File: config.mk
export PLATFORM = sky130hd
export DESIGN_NAME = fb_rect_painter
export DESIGN_NICKNAME = d
export VERILOG_FILES = /design/src/rtl/fb_rect_painter.sv
export SDC_FILE = /design/constraint.sdc
export NUM_CORES = 1
export LEC_CHECK = 0
export CORE_AREA = 2 2 150 152
export CTS_CLUSTER_SIZE = 20
export DETAILED_ROUTE_END_ITERATION = 10
export DIE_AREA = 0 0 152 154
export MAX_ROUTING_LAYER = met4
export PLACE_DENSITY = 0.57
export SYNTH_ARGS = -nofsm -noshare
export SYNTH_HDL_FRONTEND = slang
export SYNTH_SLANG_ARGS = --single-unit
export TNS_END_PERCENT = 20
File: constraint.sdc
create_clock -name clk -period 5.8 [get_ports clk]
set_input_delay 1.16 -clock clk [delete_from_list [all_inputs] [get_ports clk]]
set_output_delay 1.16 -clock clk [all_outputs]
set_load 0.01 [all_outputs]
File: src/rtl/fb_rect_painter.sv
// ============================================================================
// Module   : fb_rect_painter
// Purpose  : Clipped rectangle fill / screen clear engine streaming one pixel
//            write per clock into the frame buffer write port.
// Options  : PAINTER_OUTLINE_EN - op 10 draws only the rectangle border.
// Revision : 1.0 - initial release
// ============================================================================
`default_nettype none

module fb_rect_painter #(
  parameter int SCREEN_X = 184,
  parameter int SCREEN_Y = 184,
  parameter int AW       = 16,
  parameter int DW       = 6
) (
  input  logic          clk,
  input  logic          rst,
  input  logic          cmd_valid,
  output logic          cmd_ready,
  input  logic [1:0]    cmd_op,
  input  logic [7:0]    cmd_x,
  input  logic [7:0]    cmd_y,
  input  logic [7:0]    cmd_w,
  input  logic [7:0]    cmd_h,
  input  logic [DW-1:0] cmd_color,
  output logic          busy,
  output logic          done,
  output logic [AW-1:0] mem_px_addr,
  output logic [DW-1:0] mem_px_data,
  output logic          px_wr
);

  localparam logic [1:0]    OP_FILL    = 2'b00;
  localparam logic [1:0]    OP_CLEAR   = 2'b01;
  localparam logic [1:0]    OP_OUTLINE = 2'b10;
  localparam logic [1:0]    OP_NOP     = 2'b11;
  localparam logic [8:0]    SX9        = 9'(SCREEN_X);
  localparam logic [8:0]    SY9        = 9'(SCREEN_Y);
  localparam logic [AW-1:0] SX_AW      = AW'(SCREEN_X);

  typedef enum logic [1:0] {
    S_IDLE  = 2'd0,
    S_SETUP = 2'd1,
    S_DRAW  = 2'd2,
    S_DONE  = 2'd3
  } state_t;

  state_t state, state_next;

  // Latched command
  logic [1:0]    op_lat;
  logic [7:0]    x_lat, y_lat, w_lat, h_lat;
  logic [DW-1:0] color_lat;

  // Iteration state
  logic [8:0]    x_start, x_end, y_end;
  logic [8:0]    col, row;
  logic [AW-1:0] row_base;
  logic [AW-1:0] addr_q;
  logic [DW-1:0] data_q;

  // Holds cmd_ready low for the cycles in which reset is asserted.
  logic          ready_en;

  logic          accept;
  logic          is_clear;
  logic [8:0]    x0, y0;
  logic [8:0]    x_sum, y_sum;
  logic [8:0]    x_end_c, y_end_c;
  logic          area_empty;
  logic          col_last, row_last, last_px;
  logic          pix_en;

  // --------------------------------------------------------------------------
  // Setup arithmetic (9-bit, cannot overflow: 255 + 255 = 510)
  // --------------------------------------------------------------------------
  always_comb begin
    is_clear = (op_lat == OP_CLEAR);
    x_sum    = {1'b0, x_lat} + {1'b0, w_lat};
    y_sum    = {1'b0, y_lat} + {1'b0, h_lat};
    x0       = is_clear ? 9'd0 : {1'b0, x_lat};
    y0       = is_clear ? 9'd0 : {1'b0, y_lat};
    x_end_c  = is_clear ? SX9 : ((x_sum > SX9) ? SX9 : x_sum);
    y_end_c  = is_clear ? SY9 : ((y_sum > SY9) ? SY9 : y_sum);
    area_empty = !is_clear &&
                 ((op_lat == OP_NOP) || (w_lat == 8'd0) || (h_lat == 8'd0) ||
                  ({1'b0, x_lat} >= SX9) || ({1'b0, y_lat} >= SY9));
  end

  always_comb begin
    col_last = ((col + 9'd1) == x_end);
    row_last = ((row + 9'd1) == y_end);
    last_px  = col_last && row_last;
  end

`ifdef PAINTER_OUTLINE_EN
  // Border test uses the unclipped edges so a clipped side stays open.
  logic [8:0] x_edge_r, y_edge_b;

  always_comb begin
    x_edge_r = x_sum - 9'd1;
    y_edge_b = y_sum - 9'd1;
    pix_en   = (op_lat != OP_OUTLINE) ||
               (col == {1'b0, x_lat}) || (col == x_edge_r) ||
               (row == {1'b0, y_lat}) || (row == y_edge_b);
  end
`else
  always_comb begin
    pix_en = 1'b1;
  end
`endif

  // --------------------------------------------------------------------------
  // Control FSM
  // --------------------------------------------------------------------------
  always_ff @(posedge clk) begin
    if (!rst) begin
      state    <= S_IDLE;
      ready_en <= 1'b0;
    end else begin
      state    <= state_next;
      ready_en <= 1'b1;
    end
  end

  always_comb begin
    state_next = state;
    cmd_ready  = 1'b0;
    busy       = 1'b0;
    done       = 1'b0;
    px_wr      = 1'b0;
    accept     = 1'b0;
    case (state)
      S_IDLE: begin
        cmd_ready = ready_en;
        if (cmd_valid && ready_en) begin
          accept     = 1'b1;
          state_next = S_SETUP;
        end
      end
      S_SETUP: begin
        busy       = 1'b1;
        state_next = area_empty ? S_DONE : S_DRAW;
      end
      S_DRAW: begin
        busy  = 1'b1;
        px_wr = pix_en;
        if (last_px) begin
          state_next = S_DONE;
        end
      end
      S_DONE: begin
        busy       = 1'b1;
        done       = 1'b1;
        state_next = S_IDLE;
      end
      default: begin
        state_next = S_IDLE;
      end
    endcase
  end

  // --------------------------------------------------------------------------
  // Datapath
  // --------------------------------------------------------------------------
  always_ff @(posedge clk) begin
    if (!rst) begin
      op_lat    <= OP_FILL;
      x_lat     <= '0;
      y_lat     <= '0;
      w_lat     <= '0;
      h_lat     <= '0;
      color_lat <= '0;
      x_start   <= '0;
      x_end     <= '0;
      y_end     <= '0;
      col       <= '0;
      row       <= '0;
      row_base  <= '0;
      addr_q    <= '0;
      data_q    <= '0;
    end else begin
      case (state)
        S_IDLE: begin
          if (accept) begin
            op_lat    <= cmd_op;
            x_lat     <= cmd_x;
            y_lat     <= cmd_y;
            w_lat     <= cmd_w;
            h_lat     <= cmd_h;
            color_lat <= cmd_color;
          end
        end
        S_SETUP: begin
          x_start  <= x0;
          x_end    <= x_end_c;
          y_end    <= y_end_c;
          col      <= x0;
          row      <= y0;
          row_base <= AW'(y0) * SX_AW;
          // Output registers only move when pixels will follow, so an
          // empty command leaves the last address/data on the bus.
          if (!area_empty) begin
            addr_q <= AW'(y0) * SX_AW + AW'(x0);
            data_q <= color_lat;
          end
        end
        S_DRAW: begin
          if (!last_px) begin
            if (col_last) begin
              col      <= x_start;
              row      <= row + 9'd1;
              row_base <= row_base + SX_AW;
              addr_q   <= row_base + SX_AW + AW'(x_start);
            end else begin
              col    <= col + 9'd1;
              addr_q <= addr_q + 1'b1;
            end
          end
        end
        default: begin
        end
      endcase
    end
  end

  assign mem_px_addr = addr_q;
  assign mem_px_data = data_q;

endmodule

`default_nettype wire

==> metrics.yaml <==
placed_design:
  dpl_cell_area_um2: 9430
  gp_congestion: 0.898
  dp.cells: 1407
  hpwl_mm: 16.9
  portBuffers: 68
critical_path:
  r2r-end: "mem_px_addr[15]"
  start_kind: "register"
  r2r_start: "op_lat[1]"
  ff2ff_setup_slack_ns: 0.84
  crit_fanout: 14
  ff2ff_path_depth: 17
  path_class: "reg -> reg"
  crit_start: "op_lat[1]"
  critical_path.endpoint: "mem_px_addr[15]"
  critical_path_arrival_ns: 5.31
  critPathCaptureType: "register"
  crit_required_ns: 6.15
route:
  postRouteAntennaNets: 0
  drt-met1-wl_mm: 11.0
  drc: 0
  route.met3.wl_um: 982
  first_pass_iters: 5
  maxUsedRoutingLayer: "met4"
  via_per_inst: 5.44
  wire_per_inst_um: 16.0
  vias: 7828
  routed_wl_mm: 23.1
  drtIter0Drc: 405
  wl_met2_mm: 10.7
finish:
  layout_commonest_cell: "nand2_1"
  ff_latch_area_um2: 2440
  layout_common_cells: "nand2_1, dfxtp_1, a21oi_1, nor2_1, clkdlybuf4s50_1"
  final_layout_size_suffix_gt1_share_pct: 5.95
  fin_cells: 1439
  n_antenna_cell: 0
  area_delta_synth_final_pct: 16.9
  nNetsFinal: 1260
  fill_cells: 2184
  final_area_um2: 10000
  multi_input_area_um2: 5680
yosys:
  async_flop_share_pct: 0
  ys.flop_type: "dfxtp_1"
  ys_ff_latch: 122
  synth_cell_type_count: 75
  syn_area_per_cell_um2: 7.72
  syn-cell-area_um2: 8570
  synth_edf_count: 0
  ys_seq_area_share_pct: 28.5
  syn_nets: 1224
  syn_inst: 1110
  yosysWarnings: 0
timing:
  fin_crit_ns: 4.96
  finalSetupViolCount: 0
  period_share_pct: 85.6
  slew_viol_final: 0
  fin_setup_tns_ns: 0
  max_slew.worst_pin.slew_ns: 1.14
  rsz0062_at_grt: "false"
  hold-worst-slack_ns: 0.453
  slew_headroom_pct: 22.2
  timing.fmax_mhz: 201
  skew_ns: 0.0135
  hold_viol_final: 0
cts:
  hold_buffers: 0
  cts_tree: "done"
  cts_buffers: 17
  clock_sinks: 122
  cts_setup_buffers: 0
  clockRootBuffer: "clkbuf_16"
  clk_latency_ns: 0.43
  htree_levels: 4
  path_clk_slew_ns: 0.07
  cts_max_path_buffers: 2
  cts_resized: 0
power_and_ir_drop:
  peakVddDrop_uv: 182
  cellPowerDensity_nw_per_um2: 394
  cellLeakagePower_nw: 3.95
  finalPower_mw: 3.95
grt:
  antenna_found_initial: 0
  grt_pass1_wl_mm: 38.4
  grt_pass1_vias: 7557
  grt_overflow: 0
  grt_max_degree: 65
  grt.total_usage_pct: 20.4
outcome:
  outcome: "completed"
die:
  core_um2: 21700
  rows: 54
  io_pins: 69
  die_height_um: 154
  die-area_um2: 23400
  start_util_pct: 39.5
  chipWidth_um: 152
job:
  cap_violations: 0
worst_hold_path:
  min_path_type: "reg -> reg"
## metrics by stage
stage	utilization, %	setup slack (ns)
after detailed placement	43.5	0.826
after CTS	46.2	0.786
after global placement	43.5	0.944
after floorplan	-	0.929
after global routing	46.2	0.350
final	46.2	0.837
## kinds of logic (layout without fill, tap and decap cells)
family,count (synthesis),after routing,synth area share (%)
AOI/OAI and AO/OA,272,272,20.4
xor gates and xnor gates,76,76,7.76
adders and majority gates,71,71,11.5
buffers and inverters,115,164,5.31
DFF,122,122,28.5
muxes,24,24,2.87
and+or+nand+nor,430,430,23.6
## state kept, by name (all words and copies together), names as in the netlist, 9 cells and up
register / flops
x_end: 9
col: 9
row: 9
mem_px_addr: 16
row_base: 13
y_end: 9
## metal layers
metal	vias to the layer above	global-route usage [%]
li1	3988	-
met1	3645	26.3
met3	22	3.52
met2	173	33.4
met4	0	5.03
met5	-	-
## synthesized netlist by cell type, types with 9 or more instances
master    count  area share, %
mux2i_1      19            2.2
nand3_1      41            2.4
nor3_1       28            1.6
buf_2        10           0.58
o21ai_0      44            2.6
inv_1        53            2.3
o21ai_1       9           0.53
fa_1         13            3.0
or3_1        11           0.80
ha_1         58            8.5
nand2_1     169            7.4
xnor2_1      44            4.5
nand4_1      15            1.1
a21oi_1     109            6.4
a211oi_1     12            1.1
xor2_1       32            3.3
clkbuf_1     46            2.0
dfxtp_1     122             28
nor2_1       82            3.6
and3_1       15            1.1
and2_1       21            1.5
## where the power goes
group          total [mW]  leakage [nW]  internal (mW)  switching (mW)
Combinational        1.67          2.66          0.674           0.996
Sequential           1.20         0.993          0.998           0.206
Clock                1.07         0.293          0.581           0.492
Total                3.95          3.95           2.25            1.69
## worst min path at each step
stage                       from            to  cells past startpoint
floorplan              op_lat[1]     op_lat[1]                      2
finish                 op_lat[1]     op_lat[1]                      2
detailed placement     op_lat[1]     op_lat[1]                      2
CTS                    op_lat[1]     op_lat[1]                      2
global placement    row_base[14]  row_base[14]                      2
global route        color_lat[5]  color_lat[5]                      2
## final cells by class
| class | count | share of cell area [%] |
|---|---|---|
| clock inverters | 15 | 1.71 |
| clock buffers | 17 | 4.24 |
| flip-flops and latches | 122 | 24.4 |
| well taps | 280 | 3.49 |
| multi-input cells | 873 | 56.6 |
| inverters | 54 | 2.02 |
| repair buffers | 78 | 7.54 |
## worst max-delay path, stage by stage, from the launching register on
cell      delay, ns
dfxtp_1        0.32
nand2b_1       0.42
nand2_1        0.21
inv_1          0.16
ha_1           0.25
inv_1          0.08
fa_1           0.44
fa_1           0.52
inv_1          0.04
ha_1           0.33
and2_1         0.19
a221oi_1       0.36
and2_1         0.23
o21ai_0        0.15
a311oi_1       0.47
nand3b_1       0.18
mux2_2         0.34
o31ai_1        0.20
Power figures use the tool's default switching activity.
